<file path="config.mk">
export PLATFORM = sky130hd
export DESIGN_NAME = apb_master
export DESIGN_NICKNAME = d
export VERILOG_FILES = /design/src/rtl/apb_pkg.sv /design/src/rtl/apb_slave_decode.sv /design/src/rtl/apb_master.sv
export SDC_FILE = /design/constraint.sdc
export NUM_CORES = 1
export LEC_CHECK = 0
export CAP_MARGIN = 20
export CORE_MARGIN = 5
export CORE_UTILIZATION = 32
export CTS_CLUSTER_SIZE = 12
export DETAILED_ROUTE_END_ITERATION = 10
export GPL_ROUTABILITY_DRIVEN = 0
export MAX_ROUTING_LAYER = met4
export PLACE_DENSITY = 0.76
export SLEW_MARGIN = 5
export SYNTH_ARGS = -nofsm -noshare
export SYNTH_HDL_FRONTEND = slang
export SYNTH_SLANG_ARGS = --single-unit
</file>
<file path="constraint.sdc">
create_clock -name PCLK -period 2.85 [get_ports PCLK]
set_clock_uncertainty 0.15 [all_clocks]
set_input_delay 0.57 -clock PCLK [delete_from_list [all_inputs] [get_ports PCLK]]
set_output_delay 0.57 -clock PCLK [all_outputs]
set_load 0.02 [all_outputs]
</file>
<file path="src/rtl/apb_pkg.sv">
// APB requester shared definitions: bus widths and the FSM state encoding.
package apb_pkg;

    localparam int unsigned APB_DATA_W = 32;
    localparam int unsigned APB_ADDR_W = 32;

    typedef enum logic [1:0] {
        ST_IDLE   = 2'd0,
        ST_SETUP  = 2'd1,
        ST_ACCESS = 2'd2
    } apb_state_e;

endpackage

</file>
<file path="src/rtl/apb_slave_decode.sv">
// Slave decode: turns a slave index into the one-hot PSEL mask and muxes the
// selected slave's PRDATA/PREADY. Purely combinational.
module apb_slave_decode
    import apb_pkg::*;
#(
    parameter  int unsigned SLV_BITS   = 2,
    localparam int unsigned NUM_SLAVES = 2 ** SLV_BITS
) (
    input  logic [SLV_BITS-1:0]              idx,
    input  logic [APB_DATA_W*NUM_SLAVES-1:0] prdata_bus,
    input  logic [NUM_SLAVES-1:0]            pready_bus,
    output logic [NUM_SLAVES-1:0]            sel_mask,
    output logic [APB_DATA_W-1:0]            prdata,
    output logic                             pready
);

    // Select mask plus read-data/ready mux of the indexed slave; other slaves are ignored.
    always_comb begin
        sel_mask = '0;
        prdata   = '0;
        pready   = 1'b0;
        for (int unsigned k = 0; k < NUM_SLAVES; k++) begin
            if (idx == SLV_BITS'(k)) begin
                sel_mask[k] = 1'b1;
                prdata      = prdata_bus[k*APB_DATA_W +: APB_DATA_W];
                pready      = pready_bus[k];
            end
        end
    end

endmodule

</file>
<file path="src/rtl/apb_master.sv">
// APB requester: accepts one CPU request at a time, runs IDLE->SETUP->ACCESS
// towards the slave picked by req_addr[SEL_LSB +: SLV_BITS], and returns a
// one-cycle response strobe.
// Optional feature macro: APB_TIMEOUT_EN (ACCESS wait-state timeout with
// rsp_err abort); without it rsp_err is tied low and ACCESS waits forever.
module apb_master
    import apb_pkg::*;
#(
    parameter  int unsigned SLV_BITS    = 2,
    parameter  int unsigned SEL_LSB     = 8,
    parameter  int unsigned TIMEOUT_CYC = 16,
    localparam int unsigned NUM_SLAVES  = 2 ** SLV_BITS
) (
    input  logic                             PCLK,
    input  logic                             PRESET,
    input  logic                             req_valid,
    output logic                             req_ready,
    input  logic                             req_write,
    input  logic [APB_ADDR_W-1:0]            req_addr,
    input  logic [APB_DATA_W-1:0]            req_wdata,
    output logic                             rsp_valid,
    output logic [APB_DATA_W-1:0]            rsp_rdata,
    output logic                             rsp_err,
    output logic [NUM_SLAVES-1:0]            PSEL,
    output logic                             PENABLE,
    output logic                             READ_WRITE,
    output logic [APB_ADDR_W-1:0]            PADDR,
    output logic [APB_DATA_W-1:0]            PWDATA,
    input  logic [APB_DATA_W*NUM_SLAVES-1:0] PRDATA_BUS,
    input  logic [NUM_SLAVES-1:0]            PREADY_BUS
);

    apb_state_e              state;
    apb_state_e              state_nx;
    logic [SLV_BITS-1:0]     idx_q;
    logic [NUM_SLAVES-1:0]   sel_mask;
    logic [APB_DATA_W-1:0]   sel_prdata;
    logic                    sel_pready;
    logic                    accept;
    logic                    done;
    logic                    abort;
    logic                    timeout_hit;

    apb_slave_decode #(
        .SLV_BITS (SLV_BITS)
    ) u_decode (
        .idx        (idx_q),
        .prdata_bus (PRDATA_BUS),
        .pready_bus (PREADY_BUS),
        .sel_mask   (sel_mask),
        .prdata     (sel_prdata),
        .pready     (sel_pready)
    );

    assign accept = (state == ST_IDLE) && req_valid;

`ifdef APB_TIMEOUT_EN
    logic [7:0] wait_cnt;

    // Wait-state counter: cleared on the SETUP->ACCESS step, counts PREADY-low ACCESS cycles.
    always_ff @(posedge PCLK or posedge PRESET) begin
        if (PRESET) begin
            wait_cnt <= '0;
        end else if (state == ST_SETUP) begin
            wait_cnt <= '0;
        end else if ((state == ST_ACCESS) && !sel_pready) begin
            wait_cnt <= wait_cnt + 8'd1;
        end
    end

    assign timeout_hit = (wait_cnt == 8'(TIMEOUT_CYC - 1));
`else
    assign timeout_hit = 1'b0;
`endif

    // State register; async reset drops PSEL/PENABLE immediately since both decode from state.
    always_ff @(posedge PCLK or posedge PRESET) begin
        if (PRESET) begin
            state <= ST_IDLE;
        end else begin
            state <= state_nx;
        end
    end

    // Next-state and phase outputs; PREADY on the would-be abort cycle takes precedence.
    always_comb begin
        state_nx  = state;
        req_ready = 1'b0;
        PSEL      = '0;
        PENABLE   = 1'b0;
        done      = 1'b0;
        abort     = 1'b0;
        case (state)
            ST_IDLE: begin
                req_ready = !PRESET;
                if (req_valid) begin
                    state_nx = ST_SETUP;
                end
            end
            ST_SETUP: begin
                PSEL     = sel_mask;
                state_nx = ST_ACCESS;
            end
            ST_ACCESS: begin
                PSEL    = sel_mask;
                PENABLE = 1'b1;
                if (sel_pready) begin
                    done     = 1'b1;
                    state_nx = ST_IDLE;
                end else if (timeout_hit) begin
                    abort    = 1'b1;
                    state_nx = ST_IDLE;
                end
            end
            default: begin
                state_nx = ST_IDLE;
            end
        endcase
    end

    // Request capture on accept; these drive the APB address/data and hold until the next accept.
    always_ff @(posedge PCLK or posedge PRESET) begin
        if (PRESET) begin
            idx_q      <= '0;
            READ_WRITE <= 1'b0;
            PADDR      <= '0;
            PWDATA     <= '0;
        end else if (accept) begin
            idx_q      <= req_addr[SEL_LSB +: SLV_BITS];
            READ_WRITE <= req_write;
            PADDR      <= APB_ADDR_W'(req_addr[SEL_LSB-1:0]);
            PWDATA     <= req_write ? req_wdata : '0;
        end
    end

    // Response registers: one-cycle strobe; read data only for completed reads.
    always_ff @(posedge PCLK or posedge PRESET) begin
        if (PRESET) begin
            rsp_valid <= 1'b0;
            rsp_rdata <= '0;
        end else begin
            rsp_valid <= done || abort;
            if (done) begin
                rsp_rdata <= READ_WRITE ? '0 : sel_prdata;
            end else if (abort) begin
                rsp_rdata <= '0;
            end
        end
    end

`ifdef APB_TIMEOUT_EN
    // Error flag accompanies each response: set only for a timeout abort.
    always_ff @(posedge PCLK or posedge PRESET) begin
        if (PRESET) begin
            rsp_err <= 1'b0;
        end else if (done || abort) begin
            rsp_err <= abort;
        end
    end
`else
    assign rsp_err = 1'b0;
`endif

endmodule
</file>
After elaboration in Yosys (flattened, before gate mapping)

Cells that the tools add are included.

Bits in registers: 78
Input port bits: 200
Logic and storage cells: 43

Equality and inequality tests: 7
Mux-type cells: 23
Reduce and logical (&&, ||, !) cells: 6

Operators by type and width:

| cell               | number |
|---|---|
| $mux 32            | 7 |
| $mux 1             | 12 |
| $eq 2x2->1 const B | 3 |
| $pmux 2 s3         | 1 |
| $eq 2x1->1 const B | 2 |
| $logic_not 2->1    | 2 |
| $mux 2             | 2 |
| $mux 4             | 1 |
| $ne 2x2->1 const B | 2 |
| $reduce_and 2->1   | 1 |
| $reduce_or 2->1    | 1 |
| $logic_and 1x1->1  | 1 |
| $logic_not 1->1    | 1 |

Depth between registers and ports, before layout

Gate-level depths: netlist of the first run.

Word-level depth: 8
Depth in mapped cells: 7
Mapped depth without buffers: 5

Cells and area by module

Synthesis of the first run repeated with hierarchy kept, for this count alone.

Cells, all modules: 394
Area total of the unflattened synthesis: 4,287.9 µm²

By module, submodules not included:

| module           | times used | cells each | area each (µm²) | seq. area each (µm²) |
|---|---|---|---|---|
| apb_master       | 1          | 349        | 3,420.8         | 1,951.9 |
| apb_slave_decode | 1          | 45         | 867.1           | 0.0 |

Least setup slack after synthesis of the first run

Ideal clock, no wire load.

Path type: reg2out
Start point: reg idx_q[1]
End point: out PSEL[0]
Arrival: 1,263 ps
Data required time: 2,130 ps
Slack: 867 ps
Stages on the path, launching flop included: 4
Path buffers: 2
Cell sequence: dfrtp_1 -> buf_2 -> clkbuf_1 -> nor3b_1

Word-level cells in the longest chain between the ends: 3

Ends and longest elaborated chain:

| what                     | line                   | RTL |
|---|---|---|
| start: declaration       | apb_master.sv:35       | `logic [SLV_BITS-1:0] idx_q;` |
| start signal: assignment | apb_master.sv:129      | `idx_q <= req_addr[SEL_LSB +: SLV_BITS];` |
| $logic_not 2->1          | apb_slave_decode.sv:23 | `if (idx == SLV_BITS'(k)) begin` |
| $mux 1                   | apb_slave_decode.sv:23 |  |
| $mux 4                   | apb_master.sv:93       | `case (state)` |
| end: declaration         | apb_master.sv:24       | `output logic [NUM_SLAVES-1:0] PSEL,` |

Every way passes these cells.

Worst setup path after layout of the first run

Start point: reg state[0]
End point: out PSEL[0]

Word-level cells in the longest chain between the ends: 3
Elaborated cells between the ends (all ways): 4
Those cells by class: eq/ne: 2; mux: 1; reduce/logical: 1

Ends and longest elaborated chain:

| what                                            | line             | RTL |
|---|---|---|
| start: declaration                              | apb_master.sv:33 | `apb_state_e state;` |
| start signal: assignment                        | apb_master.sv:81 | `state <= state_nx;` |
| $eq 2x2->1 / $eq 2x1->1 (equally long branches) | apb_master.sv:93 |  |
| $reduce_or 2->1 (no source line) *              | -                |  |
| $mux 4 *                                        | apb_master.sv:93 |  |

Every way passes the cells marked *; elsewhere a longest branch is shown, timed or not.

==> results by group, run 1 <==
Placement
  – Port Buf Inserts: 257
  – Dpl hpwl: 10.8 mm

Power and ir drop
  – Max VDD drop: 0.649 mV
  – Power Dens Cells: 979 nW/µm²
  – Pleak: 0.00328 µW

Clocking
  – Cts hold-fix bufs: 0
  – Num CTS Buffers: 9
  – Clock Sinks: 78
  – Post-CTS resize count: 0
  – CTS tree: done
  – Setup bufs post-CTS: 0
  – Reg clk slew, reported paths: 60 ps
  – Clk buf depth: 2
  – Worst-Skew Late Latency: 330 ps
  – CTS root buffer: clkbuf_16
  – Htree depth: 3

Cells and area
  – Fraction of layout cells with a size suffix above 1: 11.3%
  – Most frequent cells in the layout: 257 x clkdlybuf4s50_1, 77 x dfrtp_1, 65 x nand2_1, 64 x mux2i_1, 33 x o22ai_1
  – Area grow syn2layout: 68.0%
  – Fin util: 54.8%
  – Commonest non-fill, non-tap cell in the layout: clkdlybuf4s50_1
  – Nets: 843
  – Diodes inserted: 0

Timing
  – RSZ-0062 raised after global routing: no
  – Post-route minimum period: 2720 ps
  – Setup TNS: 0 ps
  – Rel. slew slack: 53.6%
  – Final hold vios: 0
  – Measured slew at the worst slew-check pin: 693 ps
  – Final Setup Violations: 0
  – Slew Limit Fails: 0
  – Period Utilization, post-route: 95.4%
  – Fmax: 368 MHz

Synthesis
  – Synthesis Warnings: 0
  – Unique cell type count in the Yosys netlist: 24
  – Syn_area_per_cell: 11.0 µm²
  – Gate Count Post-Synth: 393
  – Register bit total from synthesis: 78
  – Top post-synthesis cells by area: dfrtp_1 45%, mux2i_1 15%, mux2_4 10%
  – Sequential area share after synthesis: 45.2%
  – Area share of the largest cell type after synthesis: 45.2%
  – Post-synth top area cell: dfrtp_1
  – Mapped cell area: 4320 µm²

Floorplan
  – Die height: 126 µm
  – Rows: 42
  – Die Width: 126 µm
  – Starting Density: 32.6%
  – Core Area: 13,200 µm²
  – Total Die Area: 15,900 µm²
  – Top Ports: 305

Routing
  – Number of remaining DRC errors: 0
  – Final ANT Viol Nets: 0
  – Via density: 4.54
  – Drt first pass iters: 4
  – Vias: 3,723
  – Drt first-iter violations: 180
  – WL final: 13.6 mm
  – DR WL/cell: 16.5 µm

GRT
  – Initial antenna violation count: 0
  – GRT Overall Usage: 17.2%
  – Number of global-route vias before repair: 4,082
  – First-pass GRT wire length: 21.4 mm
  – Grt ovf: 0
  – Largest net degree at the start of global routing: 66

Critical path
  – CP Capture Type: primary output
  – Critical path type: reg -> out
  – Req. time, crit path: 2130 ps
  – CP startpoint kind: flip-flop
  – Crit path arrival time: 2000 ps
  – Worst reg2reg path depth: 5
  – CP max FO: 4

Worst hold path
  – Min-delay worst type: reg -> reg
  – Hold Crit Depth: 2

Run status
  – Status: finished, final reports clean

Job
  – Max Cap Viol: 0
[layout make-up]
type | count | area, µm²
tap | 176 | 220
timing repair buffer | 266 | 2680
multi-input combinational | 278 | 2090
clock inverter | 4 | 47.5
sequential | 78 | 1960
inverter | 6 | 23.8
fill | 1207 | 5990
clock buffer | 12 | 236
[synth_stat cells]
library cell and instances:
dfrtp_1 78, nand2_1 66, mux2i_1 64, o22ai_1 33, o21ai_0 32, mux2_4 29
buf_4 26, mux2_2 16, clkbuf_1 15, buf_2 9, inv_1 6, ha_1 4
buf_1 2, buf_6 2, nor2_1 2, and3_1 1, and3b_1 1, buf_8 1
conb_1 1, mux4_2 1, nand2_4 1, nor3b_1 1, or2_2 1, or2b_1 1
[layer usage]
metal  track usage, %  wire length, µm  part of all wire (%)
met5                -                0                     0
met4             6.75              344                   2.5
met3             3.51              703                   5.2
met2             29.9             7020                    52
met1             19.4             5500                    41
[path summary, 6_finish.rpt]
check | endpoint | slack (ps) | startpoint
worst max-delay path | PSEL[0] | 130 | state[0]
worst min-delay path | PWDATA[25] | 330 | PWDATA[25]
worst max register to register | PWDATA[17] | 740 | state[0]
worst min register to register | PWDATA[25] | 330 | PWDATA[25]
max in group asynchronous | idx_q[1] | 1380 | PRESET
min in group asynchronous | PADDR[6] | 520 | PRESET
[where the power goes]
group	switching (µW)	leakage [µW]	internal (µW)	total [µW]
clock	433	0.000137	676	1110
combinational	1990	0.00215	2090	4070
sequential	300	0.000999	1620	1920
total	2720	0.00328	4390	7100
[kinds of logic after synthesis]
group	synth area share, %
buffers and inverters	8.43
AOI/OAI and AO/OA	8.49
other	0.0868
DFF	45.2
and+or+nand+nor	7.01
muxes	29.6
adders and majority gates	1.16
[critical path: stages, from the launching register on]
cell and delay (ps):
dfrtp_1 380, inv_1 90, ha_1 340, nor3b_1 210
clkdlybuf4s50_1 640
[registers in the layout (all words and copies together), names as in the netlist]
signal / flops
PADDR: 8
PWDATA: 32
READ_WRITE: 1
idx_q: 2
rsp_rdata: 32
rsp_valid: 1
state: 2
[through the flow]
step | power (µW) | instances | setup WS (ps) | hold WS, ps | instance area, µm²
2_1_floorplan | 4360 | 417 | 135 | 356 | 4410
5_1_grt | 7530 | 820 | 51.1 | 345 | 7260
3_3_place_gp | 5940 | 804 | 331 | 313 | 6970
3_5_place_dp | 6060 | 804 | 314 | 321 | 6970
6_report | 7100 | 820 | 130 | 327 | 7260
4_1_cts | 7200 | 820 | 105 | 334 | 7260
Power figures use the tool's default switching activity.
==> inputs of run 2 (changes only) <==
Settings changed: HOLD_SLACK_MARGIN set to 0.05.
==> results of run 2 <==
No change in the layout: final DEF, timing and power equal those of run 1.
==> inputs of run 3 (changes only) <==
Settings changed: CORE_MARGIN 5 to unset, PLACE_DENSITY 0.76 to 0.75.
==> run 3 against run 2 <==
  * Sequential share of layout area is essentially flat
  * Worst hold slack better by 3.1 ps
  * Largest cell class unchanged
  * Maximum frequency up 2.5%
==> results by group, run 3 (synthesis results as in run 1) <==
Run status
  – Status: finished, final reports clean

Timing
  – Rel. slew slack: 53.4%
  – Final Setup Violations: 0
  – Post-route minimum period: 2650 ps
  – Final WS setup: 197 ps
  – Worst hold slack: 330 ps
  – Period Utilization, post-route: 93.1%
  – Setup TNS: 0 ps
  – Measured slew at the worst slew-check pin: 696 ps
  – RSZ-0062 raised after global routing: no
  – Final hold vios: 0
  – Slew Limit Fails: 0
  – Fmax: 377 MHz

Critical path
  – Largest delay share family, worst path: buffers and inverters
  – Cell depth of the worst setup path: 4
  – CP Capture Type: primary output
  – CP max FO: 4
  – Slowest CP cell: clkdlybuf4s50_1
  – Worst reg2reg path depth: 4
  – Critical path type: reg -> out
  – Worst path bufs/invs: 2
  – CP startpoint kind: flip-flop
  – Req. time, crit path: 2130 ps
  – Crit path arrival time: 1930 ps
  – Peak per-stage delay on the critical path: 600 ps
  – Critical-path cell list: inv_1 -> ha_1 -> and3b_1 -> clkdlybuf4s50_1

GRT
  – Initial antenna violation count: 0
  – First-pass GRT wire length: 20.3 mm
  – Grt ovf: 0
  – GRT Overall Usage: 19.3%
  – Number of global-route vias before repair: 3,907
  – Largest net degree at the start of global routing: 79

Worst hold path
  – Hold Crit Depth: 2
  – Min-delay worst type: reg -> reg

Routing
  – WL final: 13.0 mm
  – Number of remaining DRC errors: 0
  – DR WL/cell: 15.9 µm
  – Final ANT Viol Nets: 0
  – Drt first pass iters: 4
  – Vias: 3,763
  – Via density: 4.59
  – Drt first-iter violations: 126

Power and ir drop
  – Max VDD drop: 0.824 mV
  – Power Dens Cells: 983 nW/µm²
  – Pleak: 0.00330 µW

Clocking
  – Setup bufs post-CTS: 0
  – Reg clk slew, reported paths: 60 ps
  – Num CTS Buffers: 9
  – CTS tree: done
  – Htree depth: 3
  – Clk buf depth: 2
  – Clock Sinks: 78
  – Post-CTS resize count: 0
  – CTS root buffer: clkbuf_16
  – Worst-Skew Late Latency: 340 ps
  – Cts hold-fix bufs: 0

Floorplan
  – Total Die Area: 14,000 µm²
  – Starting Density: 32.7%
  – Die Width: 118 µm
  – Die height: 118 µm
  – Rows: 42
  – Top Ports: 305
  – Core Area: 13,200 µm²

Cells and area
  – Top Registers: PWDATA: 32 flops, rsp_rdata: 32 flops, PADDR: 8 flops
  – Fraction of layout cells with a size suffix above 1: 11.7%
  – Area grow syn2layout: 68.3%
  – Number of fill cells: 1,161
  – Commonest non-fill, non-tap cell in the layout: clkdlybuf4s50_1
  – Nets: 842
  – Diodes inserted: 0
  – Most frequent cells in the layout: 256 x clkdlybuf4s50_1, 77 x dfrtp_1, 65 x nand2_1, 64 x mux2i_1, 33 x o22ai_1

Placement
  – Port Buf Inserts: 257
  – Worst slack, placed: 270 ps
  – Dpl hpwl: 9.75 mm

Job
  – Max Cap Viol: 0
run 3: changes by cell type in the layout (fill, tap and decap cells not counted):
cell             before  now
clkbuf_1              3    0
dlymetal6s2s_1        0    1
clkinv_4              0    1
clkdlybuf4s50_1     257  256
clkbuf_8              0    1
buf_4                 6    5
clkinv_2              3    4
run 3: power by group:
part / internal, µW / total, µW / switching (µW)
clock: 698 / 1150 / 447
combinational: 2090 / 4070 / 1980
sequential: 1620 / 1930 / 309
total: 4410 / 7140 / 2740
run 3: worst reg2reg max path: stages, from the launching register on:
cell and delay (ps):
dfrtp_1 460, mux4_2 590, nand2_4 220, buf_4 250, mux2_4 320
run 3: cell type report:
class	count	area [µm²]	share of cell area [%]
repair buffers	265	2670	36.8
multi-input cells	278	2090	28.8
flip-flops and latches	78	1960	26.9
clock buffers	10	239	3.29
well taps	176	220	3.03
clock inverters	6	61.3	0.844
inverters	6	23.8	0.327
run 3: stage by stage:
step                      power (µW)  cells  utilization, %  instance area (µm²)
final                           7140    819            55.1                 7270
after global routing            7540    819            55.1                 7270
after CTS                       7230    819            55.1                 7260
after detailed placement        6030    803            52.8                 6960
after global placement          5920    803            52.8                 6960
after floorplan                 4360    417               -                 4410
run 3: final timing paths:
check | startpoint | to | slack, ps
min in group asynchronous | PRESET | PWDATA[19] | 530
min | PWDATA[19] | PWDATA[19] | 330
min reg2reg | PWDATA[19] | PWDATA[19] | 330
max in group asynchronous | PRESET | idx_q[1] | 1680
max reg2reg | idx_q[0] | rsp_rdata[3] | 740
max | state[0] | PSEL[2] | 200
run 3: metal layers:
layer	track usage, %	part of all wire, %	routed length [µm]	up-vias
met5	-	0	0	-
li1	-	-	-	1815
met4	5.45	1.1	148	0
met3	5.07	5.4	706	10
met1	21.2	40	5230	1809
met2	34.1	53	6950	129
